**src/rtl/chacha_pkg.sv**
```systemverilog
// Shared types and widths for the ChaCha20 block sequencer.
// Latency: n/a (declarations only).
// Backpressure: n/a.
package chacha_pkg;

   localparam int KEY_W    = 256;
   localparam int NONCE_W  = 64;
   localparam int CTR_W    = 64;
   localparam int BLK_BITS = 512;

   localparam logic ENCRYP = 1'b0;
   localparam logic DECRYP = 1'b1;

   typedef enum logic [2:0] {
      IDLE,
      CORE_REQ,
      CORE_WAIT,
      DIV_ISSUE,
      DIV_WAIT,
      NEXT,
      FINISH,
      DRAIN
   } sched_state_t;

   // States in which the sequencer is waiting on an external handshake.
   function automatic logic is_wait_state(input sched_state_t s);
      return (s == CORE_WAIT) || (s == DIV_WAIT) || (s == DRAIN);
   endfunction

endpackage

```
**src/rtl/chunk_sched_watchdog.sv**
```systemverilog
// sched_watchdog: counts enabled cycles since the last clear and flags expiry.
// Latency: expired asserts combinationally in the TIMEOUT-th enabled cycle after a clear.
// Backpressure: none; the counter saturates at TIMEOUT-1 while enabled.
module sched_watchdog
   import chacha_pkg::*;
#(
   parameter int TIMEOUT = 4096
) (
   input  logic chunk_sched_clk,
   input  logic chunk_sched_reset_n,
   input  logic clear,
   input  logic enable,
   output logic expired
);

   localparam int CW = $clog2(TIMEOUT + 1);

   logic [CW-1:0] cnt;

   assign expired = enable && (cnt == CW'(TIMEOUT - 1));

   // Cycle counter: restart on clear, advance while enabled until expiry.
   always_ff @(posedge chunk_sched_clk or negedge chunk_sched_reset_n) begin
      if (!chunk_sched_reset_n) begin
         cnt <= '0;
      end else if (clear) begin
         cnt <= '0;
      end else if (enable && !expired) begin
         cnt <= cnt + CW'(1);
      end
   end

endmodule

```
**src/rtl/chunk_sched.sv**
```systemverilog
// chunk_sched: runs a multi-block ChaCha20 job through the cipher core and chunk divider.
// Latency: core_start at start+1, div_valid at core_done+1, next core_start at div_last_byte+2, done one cycle after FINISH.
// Backpressure: stalls on core_done / div_last_byte; either stall longer than TIMEOUT cycles ends the job with error.
module chunk_sched
   import chacha_pkg::*;
#(
   parameter int BLK_W   = 16,
   parameter int TIMEOUT = 4096
) (
   input  logic                chunk_sched_clk,
   input  logic                chunk_sched_reset_n,
   input  logic                start,
   input  logic                abort,
   input  logic                mode,
   input  logic [BLK_W-1:0]    num_blocks,
   input  logic [CTR_W-1:0]    init_counter,
   input  logic [KEY_W-1:0]    public_key,
   input  logic [NONCE_W-1:0]  nonce,
   output logic                core_start,
   output logic [CTR_W-1:0]    core_counter,
   input  logic                core_done,
   input  logic [BLK_BITS-1:0] core_data,
   output logic                div_valid,
   output logic                div_mode,
   output logic [BLK_BITS-1:0] div_data,
   output logic [KEY_W-1:0]    div_key,
   output logic [NONCE_W-1:0]  div_nonce,
   output logic [CTR_W-1:0]    div_counter,
   input  logic                div_last_byte,
   output logic                busy,
   output logic                done,
   output logic                error,
   output logic                ctr_wrap,
   output logic [BLK_W-1:0]    blocks_left
);

   sched_state_t     state;
   sched_state_t     state_nxt;
   logic             err_set;
   logic             wd_expired;
   logic [CTR_W-1:0] ctr_q;

   // Counter is shared by both consumers so they always agree on the block number.
   assign core_counter = ctr_q;
   assign div_counter  = ctr_q;

   sched_watchdog #(
      .TIMEOUT (TIMEOUT)
   ) u_watchdog (
      .chunk_sched_clk     (chunk_sched_clk),
      .chunk_sched_reset_n (chunk_sched_reset_n),
      .clear               (state_nxt != state),
      .enable              (is_wait_state(state)),
      .expired             (wd_expired)
   );

   // State register.
   always_ff @(posedge chunk_sched_clk or negedge chunk_sched_reset_n) begin
      if (!chunk_sched_reset_n) begin
         state <= IDLE;
      end else begin
         state <= state_nxt;
      end
   end

   // Next-state and strobe decode; abort outranks handshakes, handshakes outrank timeout.
   always_comb begin
      state_nxt  = state;
      err_set    = 1'b0;
      core_start = 1'b0;
      div_valid  = 1'b0;
      busy       = (state != IDLE);
      case (state)
         IDLE: begin
            if (start) begin
               state_nxt = (num_blocks == '0) ? FINISH : CORE_REQ;
            end
         end
         CORE_REQ: begin
            core_start = 1'b1;
            state_nxt  = abort ? IDLE : CORE_WAIT;
         end
         CORE_WAIT: begin
            if (abort) begin
               state_nxt = IDLE;
            end else if (core_done) begin
               state_nxt = DIV_ISSUE;
            end else if (wd_expired) begin
               state_nxt = IDLE;
               err_set   = 1'b1;
            end
         end
         DIV_ISSUE: begin
            // The block is handed over even when aborting, so the divider must be drained.
            div_valid = 1'b1;
            state_nxt = abort ? DRAIN : DIV_WAIT;
         end
         DIV_WAIT: begin
            if (div_last_byte) begin
               state_nxt = abort ? IDLE : NEXT;
            end else if (abort) begin
               state_nxt = DRAIN;
            end else if (wd_expired) begin
               state_nxt = IDLE;
               err_set   = 1'b1;
            end
         end
         NEXT: begin
            if (abort) begin
               state_nxt = DRAIN;
            end else if (blocks_left == BLK_W'(1)) begin
               state_nxt = FINISH;
            end else begin
               state_nxt = CORE_REQ;
            end
         end
         FINISH: begin
            state_nxt = IDLE;
         end
         DRAIN: begin
            if (div_last_byte) begin
               state_nxt = IDLE;
            end else if (wd_expired) begin
               state_nxt = IDLE;
               err_set   = 1'b1;
            end
         end
         default: begin
            state_nxt = IDLE;
         end
      endcase
   end

   // Job context: latched once at start, counter and block count advance only in NEXT.
   always_ff @(posedge chunk_sched_clk or negedge chunk_sched_reset_n) begin
      if (!chunk_sched_reset_n) begin
         ctr_q       <= '0;
         div_mode    <= 1'b0;
         div_key     <= '0;
         div_nonce   <= '0;
         div_data    <= '0;
         blocks_left <= '0;
         error       <= 1'b0;
         ctr_wrap    <= 1'b0;
         done        <= 1'b0;
      end else begin
         done <= (state == FINISH);
         if (err_set) begin
            error <= 1'b1;
         end
         case (state)
            IDLE: begin
               if (start) begin
                  ctr_q       <= init_counter;
                  div_mode    <= mode;
                  div_key     <= public_key;
                  div_nonce   <= nonce;
                  blocks_left <= num_blocks;
                  error       <= 1'b0;
                  ctr_wrap    <= 1'b0;
               end
            end
            CORE_WAIT: begin
               if (core_done && !abort) begin
                  div_data <= core_data;
               end
            end
            NEXT: begin
               ctr_q       <= ctr_q + 64'd1;
               blocks_left <= blocks_left - BLK_W'(1);
               if (ctr_q == '1) begin
                  ctr_wrap <= 1'b1;
               end
            end
            default: begin
            end
         endcase
      end
   end

endmodule

```
**config.mk**
```make
export PLATFORM = sky130hd
export DESIGN_NAME = chunk_sched
export DESIGN_NICKNAME = d
export VERILOG_FILES = /design/src/rtl/chacha_pkg.sv /design/src/rtl/chunk_sched_watchdog.sv /design/src/rtl/chunk_sched.sv
export SDC_FILE = /design/constraint.sdc
export NUM_CORES = 1
export LEC_CHECK = 0
export BUFFER_PORTS_ARGS = -buffer_cell sky130_fd_sc_hd__buf_2
export CAP_MARGIN = 0
export CORE_AREA = 2 2 750 752
export CTS_CLUSTER_DIAMETER = 50
export DETAILED_ROUTE_END_ITERATION = 12
export DIE_AREA = 0 0 752 754
export PLACE_DENSITY = 0.3
export SLEW_MARGIN = 25
export SYNTH_ARGS = -nofsm -noshare
export SYNTH_HDL_FRONTEND = slang
export SYNTH_SLANG_ARGS = --single-unit
```
**constraint.sdc**
```tcl
create_clock -name chunk_sched_clk -period 2.45 [get_ports chunk_sched_clk]
set_clock_uncertainty 0.15 [all_clocks]
set_input_delay 0.1225 -clock chunk_sched_clk [delete_from_list [all_inputs] [get_ports chunk_sched_clk]]
set_output_delay 0.1225 -clock chunk_sched_clk [all_outputs]
set_load 0.03 [all_outputs]
```
---- Yosys cells after proc, flatten, opt, wreduce, memory -nomap -nowiden ----
Cells that the tools add are included.
storage, ports and cells
  flip-flop bits (word level) ............. 932
  input bits .............................. 919
operators by class
  add/subtract/negate cells ............... 3
  equal/unequal tests ..................... 13
  mux-type cells .......................... 35
  reductions and logical operators ........ 16
operators by type and width
  kind                                                                   number
  64-bit one-hot mux with 2 select lines                                 1
  64-bit by 1-bit adder with 64-bit output (second input constant)       1
  64-bit == test (second input constant)                                 1
  64-bit two-way mux                                                     1
  3-bit two-way mux                                                      11
  16-bit one-hot mux with 2 select lines                                 1
  13-bit two-way mux                                                     2
  3-bit one-hot mux with 8 select lines                                  1
  16-bit by 1-bit == test with 1-bit output (second input constant)      1
  16-bit zero test                                                       1
  16-bit two-way mux                                                     1
  16-bit by 1-bit subtractor with 16-bit output (second input constant)  1
  13-bit by 1-bit adder with 13-bit output (second input constant)       1
  13-bit by 12-bit == test with 1-bit output (second input constant)     1
  1-bit two-way mux                                                      13
  3-bit == test (second input constant)                                  4
  3-bit by 2-bit == test with 1-bit output (second input constant)       2
  2-bit AND reduction                                                    3
  2-bit two-way mux                                                      2
  2-bit inequality test (second input constant)                          2
  2-bit nonzero test                                                     2
  3-bit by 1-bit == test with 1-bit output (second input constant)       1
  1-bit logical AND                                                      3
  3-bit zero test                                                        1
  other kinds (7)                                                        9

---- Longest topological paths before layout ----
Gate-level depths: netlist (run 1).
  depth in word-level cells ............... 11
  depth in mapped cells ................... 10

---- Hierarchy ----
From an unflattened synthesis (run 1), not the netlist that was laid out.
second synthesis, totals
  cells, all modules ...................... 3213
  area, all modules ....................... 37348.3 um2
modules (own cells, without submodules)
  module          instances  cells an instance  area each (um2)  seq. area each (um2)
  chunk_sched     1          3137               36603.9          22997.1
  sched_watchdog  1          76                 744.5            325.3

---- Least setup slack after synthesis (run 1) ----
OpenSTA, ideal clock, no wires.
  path type ............................... reg2reg
  from .................................... register ctr_q[20], in the netlist core_counter[20]
  to ...................................... register ctr_q[63], in the netlist core_counter[63]
  setup time .............................. 0.143 ns
  data arrival time ....................... 2.217 ns
  data required time ...................... 2.157 ns
  slack ................................... -0.059 ns
  cell stages (with the launch flop) ...... 8
  period minus slack after synthesis ...... 2.509 ns
  cell sequence ........................... dfrtp_1 -> nand4_2 -> nor4_4 -> nand2_2 -> or4_4 -> buf_6 -> o211ai_1 -> o311ai_1
between the ends
  word-level cells in the longest chain between the ends .. 2
ends and longest elaborated chain
  what                                      RTL line            source
  start: declaration                        chunk_sched.sv:41   logic [CTR_W-1:0] ctr_q;
  start signal: assignment                  chunk_sched.sv:154  ctr_q <= init_counter;
  start signal: assignment                  chunk_sched.sv:169  ctr_q <= ctr_q + 64'd1;
  64-bit by 1-bit adder with 64-bit output  chunk_sched.sv:169
  64-bit one-hot mux with 2 select lines    chunk_sched.sv:151  case (state)
Every way passes these cells.
A chain may end at the register's enable or synchronous reset.

---- Final worst setup path (run 1) ----
  from .................................... register state[0]
  to ...................................... register div_data[155]
between the ends
  word-level cells in the longest chain between the ends .. 2
ends and longest elaborated chain
  what                                      RTL line            source
  start: declaration                        chunk_sched.sv:37   sched_state_t state;
  start signal: assignment                  chunk_sched.sv:62   state <= state_nxt;
  3-bit by 2-bit == test with 1-bit output  chunk_sched.sv:151
  2-bit AND reduction (no line)             n/a
  end signal: assignment                    chunk_sched.sv:165  div_data <= core_data;
  end: declaration                          chunk_sched.sv:25   output logic [BLK_BITS-1:0] div_data,
Every way passes these cells.

==> results.py, run 1 <==
metrics = {
    "clock_tree": {
        "clock-sinks": 932,
        "cts_tree": "done",
        "numCtsBuffers": 205,
        "clock-root-buffer": "clkbuf_16",
        "clk_pin_slew_ns": 0.06,
        "clock_path_buffers": 4,
        "htreeDepth": 4,
        "clock_latency_ns": 0.94,
    },
    "sta": {
        "slew_headroom_pct": 54.21,
        "rsz0062_at_grt": "yes",
        "fin_hold_ws_ns": 0.04282,
        "worstMarginPinSlew_ns": 0.6845,
        "layout_min_cycle_time_ns": 2.567,
        "finalHoldViolations": 0,
        "setup_ws_ns": -0.1166,
        "drv_slew": 0,
        "setup_violations": 334,
        "post-route-period-util_pct": 104.8,
        "fmax_ghz": 0.3896,
    },
    "drt": {
        "routed_wirelength_um": 404800,
        "drc": 0,
        "via_per_inst": 2.818,
        "antenna_left": 0,
        "num_vias": 42338,
        "drt_iter0_markers": 1579,
        "dr.pass1.iters": 5,
        "wl_per_cell_um": 26.94,
    },
    "critical_path": {
        "cp.arrival_ns": 3.22,
        "path_max_fanout": 13,
        "critical_path_class": "flop to flop",
        "rrSetupSlack_ns": -0.12,
        "worstPathRequired_ns": 3.11,
        "worst_setup_path_end_kind": "flop",
        "cp-start-kind": "flop",
    },
    "synth": {
        "synth_edf_count": 0,
        "synth_mux_area_share_pct": 15.65,
        "yosysTopAreaCellShare_pct": 62.62,
        "synth.avg_cell_area_um2": 11.62,
        "syn-cell-area_mm2": 0.03724,
        "synth-compound-area-share_pct": 3.057,
        "yosysUniqueCellTypes": 68,
        "post-synth-top-area-cell": "dfrtp_1",
        "syn_inst": 3206,
        "synth.most_common_cell": "nand2_1",
        "async_flop_share_pct": 100.0,
        "synthAdderAreaFrac_pct": 0.1344,
        "synth_area_leaders": "dfrtp_1 63%, mux2_2 16%, nand2_1 11%",
        "yosysWarnings": 0,
        "synth-simple-area-share_pct": 14.69,
        "synth-xor-area-share_pct": 0.3763,
        "synth_top_family_by_area": "multiplexers",
        "ys_top_cells_by_count": "1049 x nand2_1, 932 x dfrtp_1, 514 x mux2_2",
        "synth_fp_nets": 4129,
        "synth-seq-area-share_pct": 62.62,
        "ys.flop_type": "dfrtp_1",
        "synth_seq_cells": 932,
    },
    "pwr": {
        "finalPower_w": 0.1141,
        "p_leak_nw": 38.47,
        "powerDensity_mw_per_mm2": 1346,
        "ir_drop_mv": 0.7315,
    },
    "global_route": {
        "grt_max_degree": 75,
        "track_usage_pct": 13.64,
        "grt_antenna_before_repair": 387,
        "grt-ovfl-total": 0,
        "grt_pass1_wl_um": 497200,
        "first_global_vias": 44539,
    },
    "die": {
        "initial_utilization_pct": 6.661,
        "rows": 275,
        "core_mm2": 0.5591,
        "die_x_um": 752,
        "die-area_mm2": 0.5670,
        "die_h_um": 754,
        "io_pins": 1902,
    },
    "flow_run": {
        "maxCapViolations": 0,
    },
    "placement": {
        "place_area_mm2": 0.05813,
        "numPortBuffers": 1901,
        "gp_congestion": 0.8362,
        "post-dp-hpwl_um": 349400,
        "dpl.cell_count": 12693,
    },
    "cells_and_area": {
        "drive_gt1_share_pct": 43.62,
        "instances_no_fill": 15025,
        "finalInstanceArea_mm2": 0.08477,
        "syn2layout_area_growth_pct": 127.6,
        "nets": 8120,
    },
    "status": {
        "violations": "setup timing",
        "status": "finished with violations",
    },
    "min_path": {
        "hold_class": "input port to flop",
    },
}
[sequential cells by signal, indices dropped and copies added (netlist names)]
| register | count |
|---|---|
| div_key | 256 |
| state | 3 |
| u_watchdog.cnt | 13 |
| done | 1 |
| div_nonce | 64 |
| error | 1 |
| core_counter | 64 |
| div_mode | 1 |
| blocks_left | 16 |
| ctr_wrap | 1 |
| div_data | 512 |
[per-stage QoR]
| stage | TNS, ns | util [%] | setup WS [ns] |
|---|---|---|---|
| after floorplan | 0 | - | 0.01981 |
| after global placement | -44.29 | 10.40 | -0.1410 |
| after detailed placement | -49.52 | 10.40 | -0.1577 |
| after CTS | -36.41 | 14.95 | -0.1506 |
| after global routing | -57.56 | 15.13 | -0.1773 |
| final | -12.64 | 15.16 | -0.1166 |
[worst max-delay path, stage by stage, from the launching register on]
cell	delay [ns]
dfrtp_2	0.47
or4b_4	0.58
nor2_4	0.18
buf_12	0.16
buf_16	0.16
buf_12	0.17
clkbuf_16	0.21
mux2_2	0.34
[cells in the final DEF (no fill, tap or decap), types with 6 or more instances in the layout]
cell,n
bufinv_16,28
nand3_1,58
o22ai_1,7
nor3_1,38
nand4_1,17
clkinvlp_4,30
inv_1,17
clkinv_2,24
buf_16,19
o21ai_0,31
buf_4,282
mux2_4,88
buf_6,16
clkinv_16,9
buf_12,56
nor4_1,9
clkbuf_1,15
a21oi_1,31
clkbuf_8,25
and4_1,7
a211oi_1,13
dfrtp_1,925
buf_2,1897
a221o_1,6
dlygate4sd3_1,1730
and3_1,14
o311ai_0,10
nand2_1,1046
inv_6,18
clkinv_4,17
o211ai_1,22
nor2_1,71
xor2_1,11
clkbuf_16,214
diode_2,178
a311oi_1,9
mux2_2,426
dfrtp_2,7
[metal layers]
| metal | track usage (%) | vias to the layer above | wire length [um] |
|---|---|---|---|
| met4 | 3.144 | 94 | 12610 |
| met5 | 0 | - | 603 |
| met1 | 16.24 | 20517 | 164800 |
| li1 | - | 18976 | - |
| met2 | 20.23 | 2035 | 165600 |
| met3 | 8.928 | 716 | 61100 |
[worst paths after layout]
path | cells past startpoint | endpoint | startpoint
worst min-delay path | 4 | div_key[211]$_DFFE_PN0P_ | public_key[211]
worst max-delay path | 7 | div_data[155]$_DFFE_PN0P_ | state[0]$_DFF_PN0_
worst min register to register | 2 | div_key[134]$_DFFE_PN0P_ | div_key[134]$_DFFE_PN0P_
min in group asynchronous | 4 | div_data[480]$_DFFE_PN0P_ | chunk_sched_reset_n
max in group asynchronous | 6 | div_key[254]$_DFFE_PN0P_ | chunk_sched_reset_n
worst max register to register | 7 | div_data[155]$_DFFE_PN0P_ | state[0]$_DFF_PN0_
[repair_timing]
item / in CTS / in global routing
pin swaps: 4 / 7
setup endpoints to repair: 541 / 664
hold buffers: 1731 / 0
cloned: 6 / 9
gates resized for setup: 94 / 100
endpoints found under the hold margin: 1863 / 0
setup buffers: 20 / 12
[final cells by class]
class / instances / area, um2
Tap cell: 7479 / 9358
Fill cell: 63384 / 474400
Clock buffer: 245 / 5530
Antenna cell: 178 / 445.4
Clock inverter: 133 / 1868
Multi-Input combinational cell: 2026 / 13110
Timing Repair Buffer: 4014 / 31050
Inverter: 18 / 70.07
Sequential cell: 932 / 23330
[where the power goes]
part	internal (W)	switching, W	leakage [nW]
combinational	0.0164	0.0400	23.5
sequential	0.0228	0.00458	11.4
clock	0.0193	0.0111	3.53
[cell families after synthesis]
| kind of cell | after synthesis |
|---|---|
| DFF | 932 |
| adders and majority gates | 4 |
| AOI/OAI and AO/OA | 164 |
| and+or+nand+nor | 1324 |
| buffers and inverters | 248 |
| muxes | 518 |
| xor gates and xnor gates | 16 |
(Power assumes the default switching activity.)
==> run 2, diff against run 1 <==
--- a/config.mk
+++ b/config.mk
@@ -7,10 +7,10 @@
 export LEC_CHECK = 0
 export BUFFER_PORTS_ARGS = -buffer_cell sky130_fd_sc_hd__buf_2
 export CAP_MARGIN = 0
-export CORE_AREA = 2 2 750 752
+export CORE_AREA = 3 3 751 753
 export CTS_CLUSTER_DIAMETER = 50
 export DETAILED_ROUTE_END_ITERATION = 12
-export DIE_AREA = 0 0 752 754
+export DIE_AREA = 0 0 754 756
 export PLACE_DENSITY = 0.3
 export SLEW_MARGIN = 25
 export SYNTH_ARGS = -nofsm -noshare
==> constraint.sdc (replaced) <==
create_clock -name chunk_sched_clk -period 2.45 [get_ports chunk_sched_clk]
set_clock_uncertainty 0.15 [all_clocks]
set_input_delay 0.1225 -clock chunk_sched_clk [delete_from_list [all_inputs] [get_ports chunk_sched_clk]]
set_output_delay 0.1225 -clock chunk_sched_clk [all_outputs]
set_load 0.005 [all_outputs]
==> run 2 against run 1 <==
The run still ends with setup timing left. Register-to-register slack about the same. Sequential share of layout area down 0.10 points. Flip-flop and latch count did not move. First-iteration DRC count grew 22%. Total power fell by 13%. Combinational power decreased by 24%. Final area increased by 0.33%. Global-route usage down 0.44 points. Largest cell class unchanged. Largest power group unchanged.
==> results.py, run 2 (synthesis gave the netlist of run 1 again) <==
metrics = {
    "status": {
        "status": "finished with violations",
        "violations": "setup timing",
    },
    "cells_and_area": {
        "top_regs": "div_data: 512 flops, div_key: 256 flops",
        "syn2layout_area_growth_pct": 128.4,
        "nFillCells": 63081,
        "instances_no_fill": 14946,
        "multi_input_area_mm2": 0.01338,
        "finalInstanceArea_mm2": 0.08505,
        "nets": 8176,
        "final_cell_mix": "1898 x buf_2, 1764 x dlygate4sd3_1, 1046 x nand2_1",
        "drive_gt1_share_pct": 43.54,
        "top_register": "div_data",
        "largest_reg_flops": 512,
        "regArea_mm2": 0.02332,
        "mostFrequentLayoutCell": "buf_2",
    },
    "drt": {
        "drt_iter0_markers": 1920,
        "routed_wirelength_um": 396300,
        "via_per_inst": 2.826,
        "dr.pass1.iters": 5,
        "antenna_left": 0,
        "num_vias": 42231,
        "drc": 0,
        "wl_per_cell_um": 26.52,
    },
    "global_route": {
        "track_usage_pct": 13.20,
        "first_global_vias": 44935,
        "grt_antenna_before_repair": 230,
        "grt_pass1_wl_um": 488300,
        "grt-ovfl-total": 0,
        "grt_max_degree": 87,
    },
    "pwr": {
        "powerDensity_mw_per_mm2": 1164,
        "ir_drop_mv": 0.5432,
        "p_leak_nw": 38.75,
        "finalPower_w": 0.09903,
    },
    "critical_path": {
        "worstPathRequired_ns": 3.05,
        "cp.arrival_ns": 3.18,
        "cp-start-kind": "flop",
        "path_max_fanout": 9,
        "rr_worst_depth": 8,
        "worst_setup_path_end_kind": "flop",
        "critical_path_class": "flop to flop",
    },
    "sta": {
        "setup_ws_ns": -0.1259,
        "layout_min_cycle_time_ns": 2.576,
        "rsz0062_at_grt": "yes",
        "drv_slew": 0,
        "slew_headroom_pct": 46.41,
        "setup_violations": 474,
        "fmax_ghz": 0.3882,
        "fin_hold_ws_ns": 0.07860,
        "worstMarginPinSlew_ns": 0.8038,
        "finalHoldViolations": 0,
        "tns_ns": -24.69,
        "post-route-period-util_pct": 105.1,
    },
    "clock_tree": {
        "clock-root-buffer": "clkbuf_16",
        "htreeDepth": 4,
        "clock_latency_ns": 0.86,
        "numCtsBuffers": 204,
        "cts_tree": "done",
        "clk_pin_slew_ns": 0.05,
        "clock_path_buffers": 4,
        "clock-sinks": 932,
    },
    "die": {
        "io_pins": 1902,
        "initial_utilization_pct": 6.685,
        "die-area_mm2": 0.5700,
        "rows": 274,
        "die_x_um": 754,
        "die_h_um": 756,
        "core_mm2": 0.5571,
    },
    "placement": {
        "numPortBuffers": 1901,
        "gp_congestion": 0.8580,
        "post-dp-hpwl_um": 337500,
        "place_area_mm2": 0.05814,
        "dpl.cell_count": 12677,
    },
    "flow_run": {
        "maxCapViolations": 0,
    },
    "min_path": {
        "whs_path_depth": 3,
        "hold_class": "input port to flop",
    },
}
-- run 2: cell count changes in the layout (fill, tap and decap cells not counted), sizes merged --
cell,before,now
buf,2275,2284
inv,43,33
clkbuf,254,275
diode,178,75
dlygate4sd3,1730,1764
clkinv,50,54
bufinv,28,22
clkinvlp,30,29
-- run 2: area by class of cell --
type,count,share of cell area (%)
antenna,75,0.2207
inverter,18,0.08239
timing repair buffer,4071,37.30
clock buffer,252,6.520
clock inverter,120,1.762
multi-input combinational,2026,15.73
sequential,932,27.42
tap,7452,10.96
-- run 2: per-stage QoR --
step	util [%]	worst slack [ns]
6_report	15.27	-0.1259
2_1_floorplan	-	0.09512
3_5_place_dp	10.44	-0.1328
4_1_cts	14.97	-0.1009
5_1_grt	15.24	-0.1509
3_3_place_gp	10.44	-0.1294
-- run 2: worst paths after layout --
| path | start | endpoint | slack [ns] |
|---|---|---|---|
| worst max-delay path | state[0]$_DFF_PN0_ | div_data[177]$_DFFE_PN0P_ | -0.13 |
| worst min-delay path | core_data[96] | div_data[96]$_DFFE_PN0P_ | 0.08 |
| worst max register to register | state[0]$_DFF_PN0_ | div_data[177]$_DFFE_PN0P_ | -0.13 |
| worst min register to register | div_key[232]$_DFFE_PN0P_ | div_key[232]$_DFFE_PN0P_ | 0.32 |
| max in group asynchronous | chunk_sched_reset_n | div_key[82]$_DFFE_PN0P_ | 0.67 |
| min in group asynchronous | chunk_sched_reset_n | core_counter[24]$_DFFE_PN0P_ | 0.43 |
-- run 2: what timing repair did --
| item | CTS | global route |
|---|---|---|
| gates cloned | 6 | 23 |
| hold buffers | 1766 | 1 |
| pin swaps | 3 | 22 |
| setup buffers | 13 | 17 |
| endpoints found under the hold margin | 1856 | 1 |
| endpoints found under the setup margin | 308 | 493 |
| gates resized for setup | 50 | 207 |
-- run 2: power by group --
group / leakage, nW / switching, W / internal [W] / total (W)
logic: 23.9 / 0.0261 / 0.0166 / 0.0427
registers: 11.4 / 0.00448 / 0.0228 / 0.0273
clock network: 3.39 / 0.0107 / 0.0184 / 0.0291
-- run 2: per-layer routing --
metal	vias up	routed length, um	track usage [%]
met1	20666	132900	12.88
met4	44	15710	4.180
li1	18972	-	-
met2	1994	181800	21.77
met5	-	278	0
met3	555	65610	9.748
-- run 2: worst max-delay path, stage by stage, from the launching register on --
cell and delay, ns:
dfrtp_1 0.38, buf_6 0.13, or4b_4 0.55, nor2_4 0.16, buf_12 0.14, buf_16 0.16, buf_16 0.19, clkbuf_16 0.19
mux2_2 0.33
